File: config.mk
export PLATFORM = sky130hd
export DESIGN_NAME = wb_port_arbiter
export DESIGN_NICKNAME = d
export VERILOG_FILES = /design/src/rtl/wb_port_arbiter.sv
export SDC_FILE = /design/constraint.sdc
export NUM_CORES = 1
export LEC_CHECK = 0
export CORE_ASPECT_RATIO = 1.4
export CORE_UTILIZATION = 52
export CTS_CLUSTER_DIAMETER = 80
export DETAILED_ROUTE_END_ITERATION = 8
export HOLD_SLACK_MARGIN = 0.1
export PLACE_DENSITY = 0.89
export REMOVE_ABC_BUFFERS = 1
export SYNTH_ARGS = -nofsm -noshare
export SYNTH_HDL_FRONTEND = slang
export SYNTH_SLANG_ARGS = --single-unit
File: constraint.sdc
create_clock -name clk -period 10.28 [get_ports clk]
set_input_delay 2.57 -clock clk [delete_from_list [all_inputs] [get_ports clk]]
set_output_delay 2.57 -clock clk [all_outputs]
set_load 0.05 [all_outputs]
File: src/rtl/wb_port_arbiter.sv
`default_nettype none
// ============================================================================
// Module      : wb_port_arbiter
// Description : Shares the single register-file write port between the
//               in-order MEM/WB writeback slot and out-of-band long-latency
//               results (mul/div, load-miss refill). Long-latency results are
//               buffered in a small FIFO and drained into idle writeback
//               cycles. Younger pipeline writes kill stale buffered results to
//               the same register. A starvation counter forces a drain by
//               stalling the pipeline writeback.
// Ports       : clk, reset (async, active-low)
//               wb_valid/wb_dest/wb_data   : MEM/WB write request
//               ll_valid/ll_dest/ll_data   : long-latency result offer
//               ll_ready                   : buffer can accept this cycle
//               rf_we/rf_waddr/rf_wdata    : register-file write port
//               pipe_stall                 : MEM/WB write not taken, hold
//               pend_mask                  : dests of valid buffered entries
// Revision    : 1.0 - initial release
// ============================================================================
module wb_port_arbiter #(
  parameter int DATA_WIDTH   = 64,
  parameter int NUM_REGS_LOG = 5,
  parameter int DEPTH        = 2,
  parameter int STARVE_LIMIT = 4
) (
  input  logic                       clk,
  input  logic                       reset,
  input  logic                       wb_valid,
  input  logic [NUM_REGS_LOG-1:0]    wb_dest,
  input  logic [DATA_WIDTH-1:0]      wb_data,
  input  logic                       ll_valid,
  input  logic [NUM_REGS_LOG-1:0]    ll_dest,
  input  logic [DATA_WIDTH-1:0]      ll_data,
  output logic                       ll_ready,
  output logic                       rf_we,
  output logic [NUM_REGS_LOG-1:0]    rf_waddr,
  output logic [DATA_WIDTH-1:0]      rf_wdata,
  output logic                       pipe_stall,
  output logic [2**NUM_REGS_LOG-1:0] pend_mask
);

  localparam int c_PTR_W = (DEPTH > 1) ? $clog2(DEPTH) : 1;
  localparam int c_CNT_W = $clog2(DEPTH + 1);
  localparam int c_STV_W = $clog2(STARVE_LIMIT + 1);

  // Buffer storage
  logic [DEPTH-1:0]                       r_vld;
  logic [DEPTH-1:0][NUM_REGS_LOG-1:0]     r_dest;
  logic [DEPTH-1:0][DATA_WIDTH-1:0]       r_data;
  logic [c_PTR_W-1:0]                     r_rd_ptr;
  logic [c_PTR_W-1:0]                     r_wr_ptr;
  logic [c_CNT_W-1:0]                     r_count;
  logic [c_STV_W-1:0]                     r_starve;

  logic                       w_empty;
  logic                       w_head_present;
  logic                       w_head_valid;
  logic                       w_wb_req;
  logic                       w_force;
  logic                       w_wb_grant;
  logic                       w_head_wr;
  logic                       w_bypass;
  logic                       w_pop;
  logic                       w_accept;
  logic                       w_discard;
  logic                       w_enq;
  logic                       w_ready;
  logic                       w_we;
  logic                       w_stall;
  logic [NUM_REGS_LOG-1:0]    w_waddr;
  logic [DATA_WIDTH-1:0]      w_wdata;
  logic [2**NUM_REGS_LOG-1:0] w_pend;

  assign w_empty        = (r_count == '0);
  assign w_head_present = !w_empty;
  assign w_head_valid   = w_head_present && r_vld[r_rd_ptr];
  assign w_wb_req       = wb_valid && (wb_dest != '0);
  assign w_ready        = (r_count < c_CNT_W'(DEPTH));
  assign w_force        = w_head_valid && (r_starve == c_STV_W'(STARVE_LIMIT)) && w_wb_req;

  // Port arbitration, first match wins
  always_comb begin
    w_we       = 1'b0;
    w_waddr    = '0;
    w_wdata    = '0;
    w_stall    = 1'b0;
    w_wb_grant = 1'b0;
    w_head_wr  = 1'b0;
    w_bypass   = 1'b0;
    if (w_force) begin
      w_we      = 1'b1;
      w_waddr   = r_dest[r_rd_ptr];
      w_wdata   = r_data[r_rd_ptr];
      w_stall   = 1'b1;
      w_head_wr = 1'b1;
    end else if (w_wb_req) begin
      w_we       = 1'b1;
      w_waddr    = wb_dest;
      w_wdata    = wb_data;
      w_wb_grant = 1'b1;
    end else if (w_head_valid) begin
      w_we      = 1'b1;
      w_waddr   = r_dest[r_rd_ptr];
      w_wdata   = r_data[r_rd_ptr];
      w_head_wr = 1'b1;
    end else if (w_empty && ll_valid && (ll_dest != '0)) begin
      w_we     = 1'b1;
      w_waddr  = ll_dest;
      w_wdata  = ll_data;
      w_bypass = 1'b1;
    end
  end

  // A killed head is retired silently whenever no valid-head pop happens;
  // since a killed head is never also written, this never yields two pops.
  assign w_pop     = w_head_wr || (w_head_present && !w_head_valid);
  assign w_accept  = ll_valid && w_ready;
  // An ll result to the same register as a granted wb write is older, so it
  // is dropped rather than enqueued behind the younger value.
  assign w_discard = (ll_dest == '0) || (w_wb_grant && (wb_dest == ll_dest));
  assign w_enq     = w_accept && !w_bypass && !w_discard;

  always_comb begin
    w_pend = '0;
    for (int i = 0; i < DEPTH; i++) begin
      if (r_vld[i]) begin
        w_pend[r_dest[i]] = 1'b1;
      end
    end
  end

  always_ff @(posedge clk or negedge reset) begin
    if (!reset) begin
      r_vld    <= '0;
      r_dest   <= '0;
      r_data   <= '0;
      r_rd_ptr <= '0;
      r_wr_ptr <= '0;
      r_count  <= '0;
      r_starve <= '0;
    end else begin
      // WAW kill from a granted wb write
      if (w_wb_grant) begin
        for (int i = 0; i < DEPTH; i++) begin
          if (r_dest[i] == wb_dest) begin
            r_vld[i] <= 1'b0;
          end
        end
      end
      if (w_pop) begin
        r_vld[r_rd_ptr] <= 1'b0;
        r_rd_ptr        <= r_rd_ptr + 1'b1;
      end
      // Enqueue slot differs from the pop slot: enq needs non-full, pop
      // needs non-empty, and the pointers only coincide at empty or full.
      if (w_enq) begin
        r_vld[r_wr_ptr]  <= 1'b1;
        r_dest[r_wr_ptr] <= ll_dest;
        r_data[r_wr_ptr] <= ll_data;
        r_wr_ptr         <= r_wr_ptr + 1'b1;
      end
      case ({w_enq, w_pop})
        2'b10:   r_count <= r_count + 1'b1;
        2'b01:   r_count <= r_count - 1'b1;
        default: r_count <= r_count;
      endcase
      if (w_head_valid && !w_head_wr) begin
        if (r_starve != c_STV_W'(STARVE_LIMIT)) begin
          r_starve <= r_starve + 1'b1;
        end
      end else begin
        r_starve <= '0;
      end
    end
  end

  // Outputs are gated by reset so a held-low reset blocks writes driven
  // purely by the wb inputs.
  assign ll_ready   = reset && w_ready;
  assign rf_we      = reset && w_we;
  assign rf_waddr   = w_waddr;
  assign rf_wdata   = w_wdata;
  assign pipe_stall = reset && w_stall;
  assign pend_mask  = reset ? w_pend : '0;

endmodule
`default_nettype wire

==> parameters.txt <==
Parameter                              Value

Cells and area
  Layout area overhead ... 35.5%
  Number of nets in the layout ... 1082
  Count of placed standard cells in the final layout, fillers left out ... 1149
  Filler cell count in the final layout ... 1164
  Multi-input gate area in the final layout ... 4560 um^2
  Proportion of layout cells with a drive suffix above 1 ... 0.185
  Area occupied by registers ... 3680 um^2
  Antenna cell count ... 0

Run status
  Run status ... complete, no violations

Power
  Internal power ... 2.05 mW
  Part of the power in registers ... 0.321
  Power per Cell Area ... 301 nW/um^2
  Leakage power total ... 4.83 nW
  Peak supply drop ... 0.181 mV
  Proportion of power drawn by the clock network ... 0.165
  Sw Pwr ... 1.44 mW
  Switching part of the total ... 0.412
  Share of total power in combinational logic ... 0.515

Synth
  Prevailing post-synth register cell ... dfrtp_1
  Number of flops mapped to enable cells by yosys ... 0
  Most used standard cells in the synthesized netlist ... dfrtp_1 (147), mux2_4 (69), a22oi_1 (68), mux2i_1 (68), o22ai_1 (65)
  Mux share of post-synthesis cell area ... 0.294
  Fraction of the yosys area taken by sequential cells ... 0.430
  Post-synthesis sequential element count ... 147
  Most repeated cell in the gate-level netlist after synthesis ... dfrtp_1
  Avg Inst Size Synth ... 11.7 um^2
  Share of synthesized cell area in full adder, half adder and majority cells ... 0.00438
  Synth async-reset ratio ... 1.00
  Post-synth top area cell ... dfrtp_1
  Yosys top cell area share ... 0.430
  Synth Instances ... 732
  Simple-gate share of the synthesized area ... 0.0574
  Syn Std Cell Area ... 8560 um^2
  Cell variety after synth ... 44
  XOR/XNOR share of the synthesized area ... 0.0205
  Count of warnings emitted by yosys ... 0
  Share of the synthesized area in compound gates (AO/OA/AOI/OAI) ... 0.153
  Top cells by area in the synthesized netlist ... dfrtp_1 (43%), mux2_4 (12%), mux2i_1 (7.9%)
  Main combinational cell family by area after synthesis ... multiplexers

Global route
  Largest net degree at the start of global routing ... 76
  Via count of the first global-routing pass ... 7323
  Antenna violations before repair ... 0
  Total global routing overflow ... 0
  Total track usage ... 0.268
  Global-route wire length before repair ... 36.9 mm

Die
  Starting Density ... 0.532
  Die Y ... 154 um
  Number of rows created at floorplan ... 55
  Core Box Area ... 16100 um^2
  Top-level I/O count ... 246
  Horizontal extent of the die ... 110 um
  Overall die area ... 17000 um^2

Clocking
  # resized after CTS ... 0
  CTS H-tree depth ... 4
  Clock tree from TritonCTS ... done
  Skew-Pair Late Insertion Delay ... 0.41 ns
  Number of buffers inserted to repair setup after CTS ... 0
  Clock tree buffer depth ... 2
  Number of buffers added by the clock tree synthesis step ... 17
  TritonCTS Sinks ... 147
  Clock-pin slew reported for the worst setup and hold paths after clock tree synthesis ... 0.06 ns
  Cell at the root of the clock tree ... clkbuf_16
  Hold Buf Count CTS ... 0

Timing
  Max-slew headroom ... 0.358
  Max Clock Freq ... 113 MHz
  Final Cycle Share ... 0.862
  Final count of hold timing violations ... 0
  Slew Limit Fails ... 0
  Crit path time final ... 8.87 ns
  Endpoints failing setup ... 0
  Largest clock skew in the final design ... 0.0173 ns
  Worst Max-Slew Pin Slew ... 0.960 ns
  Final setup margin ... 1.41 ns
  Setup repair after global routing missed its margin ... false

Worst setup path
  Cell seen most often among critical-path stages ... clkdlybuf4s50_1
  Cell-by-cell listing of the critical path ... clkdlybuf4s50_1 -> or3_1 -> o31a_2 -> nand2_1 -> nand2_2 -> buf_4 -> o22ai_1 -> clkdlybuf4s50_1
  Worst stage delay on the critical path ... 0.85 ns
  Required time of the worst setup path ... 7.71 ns
  Type of element capturing the critical path ... output pin
  Startpoint Class ... primary input
  Slowest stage cell, crit path ... clkdlybuf4s50_1
  Biggest fanout along the worst timing path ... 46
  Critical path class ... in2out
  Worst endpoint data arrival time ... 6.30 ns

Routing
  Overall via count from detail_route ... 6998
  First drt pass iteration count ... 5
  Via density per instance ... 6.09
  Final routed wire length divided by cell count ... 19.7 um
  DRC errors left ... 0
  Drt first-iter violations ... 435
  Routed Antenna Nets ... 0
  DRT Wirelength ... 22.6 mm

Flow run
  Number of maximum-capacitance constraint violations ... 0

Placement
  Post-place setup slack ... 1.42 ns
  Cell Count Post-Placement ... 1117
  Final GP Congestion ... 0.883
  DP Wirelength ... 15.3 mm
  Count of buffers from port buffering ... 245

Worst hold path
  Type of the worst min-delay path ... reg2reg
-- placed cells by master, fill, tap and decap left out, drive strengths merged, types with 2 or more instances in the layout --
cell type,count
a21oi,2
nor3,4
o21ai,8
nand2,8
clkinv,3
buf,12
inv,9
mux2,140
nand3b,10
a31oi,2
clkbuf,20
or3b,4
nand3,5
ha,3
o22ai,65
clkdlybuf4s50,244
o31ai,2
nand2b,2
clkinvlp,5
o22a,32
or3,5
xnor2,8
nor2,48
nor4,3
mux2i,68
xor2,12
a22oi,68
dfrtp,147
-- final timing paths --
path,from,end,slack [ns],cells after the start
max in group asynchronous,reset,r_data[61],6.72,2
max,wb_dest[0],rf_wdata[32],1.41,8
max reg2reg,r_rd_ptr,r_data[66],6.70,6
min in group asynchronous,reset,r_data[26],2.14,1
min reg2reg,r_starve[0],r_starve[0],0.48,1
min,r_starve[0],r_starve[0],0.48,1
-- flip-flops by register name, indices dropped and copies added, names as in the netlist --
register and flops:
r_dest 10, r_starve 3, r_vld 2, r_data 128, r_rd_ptr 1, r_wr_ptr 1
r_count 2
-- power groups by stage --
stage                     clock (mW)  combinational [mW]  sequential (mW)
after floorplan                    0                1.34             1.07
after detailed placement           0                1.79             1.11
final                          0.575                1.80             1.12
after global routing           0.609                1.90             1.16
after global placement             0                1.75             1.10
after CTS                      0.584                1.80             1.12
-- cells by family after synthesis --
| family | after synthesis |
|---|---|
| buffers and inverters | 75 |
| DFF | 147 |
| xor gates and xnor gates | 20 |
| AOI/OAI and AO/OA | 183 |
| muxes | 208 |
| adders and majority gates | 3 |
| and+or+nand+nor | 96 |
-- metal layers --
metal  global-route usage  wire length (um)
met1                0.316              9180
met5                    0                 0
met3               0.0430               878
met2                0.481             11900
met4                0.115               633
-- per-stage QoR --
stage                      util  instance area, um^2  hold slack [ns]  setup TNS [ns]  power (mW)
final                     0.721                11600            0.480               0        3.49
after global routing      0.721                11600            0.500               0        3.67
after CTS                 0.721                11600            0.482               0        3.50
after detailed placement  0.686                11000            0.468               0        2.90
after global placement    0.686                11000            0.448               0        2.84
after floorplan               -                 8230            0.432           -8.37        2.41
-- critical path: cells and delay by family --
family	cells	cell delay, ns
AO/OA/AOI/OAI	2	0.74
buffers and inverters	3	1.84
AND/OR/NAND/NOR	3	1.12
-- area by class of cell --
| class | count | area share |
|---|---|---|
| flip-flops and latches | 147 | 0.317 |
| well taps | 199 | 0.0215 |
| inverters | 5 | 0.00162 |
| clock buffers | 20 | 0.0394 |
| clock inverters | 12 | 0.00852 |
| repair buffers | 256 | 0.219 |
| multi-input cells | 510 | 0.393 |
(Power assumes the default switching activity.)
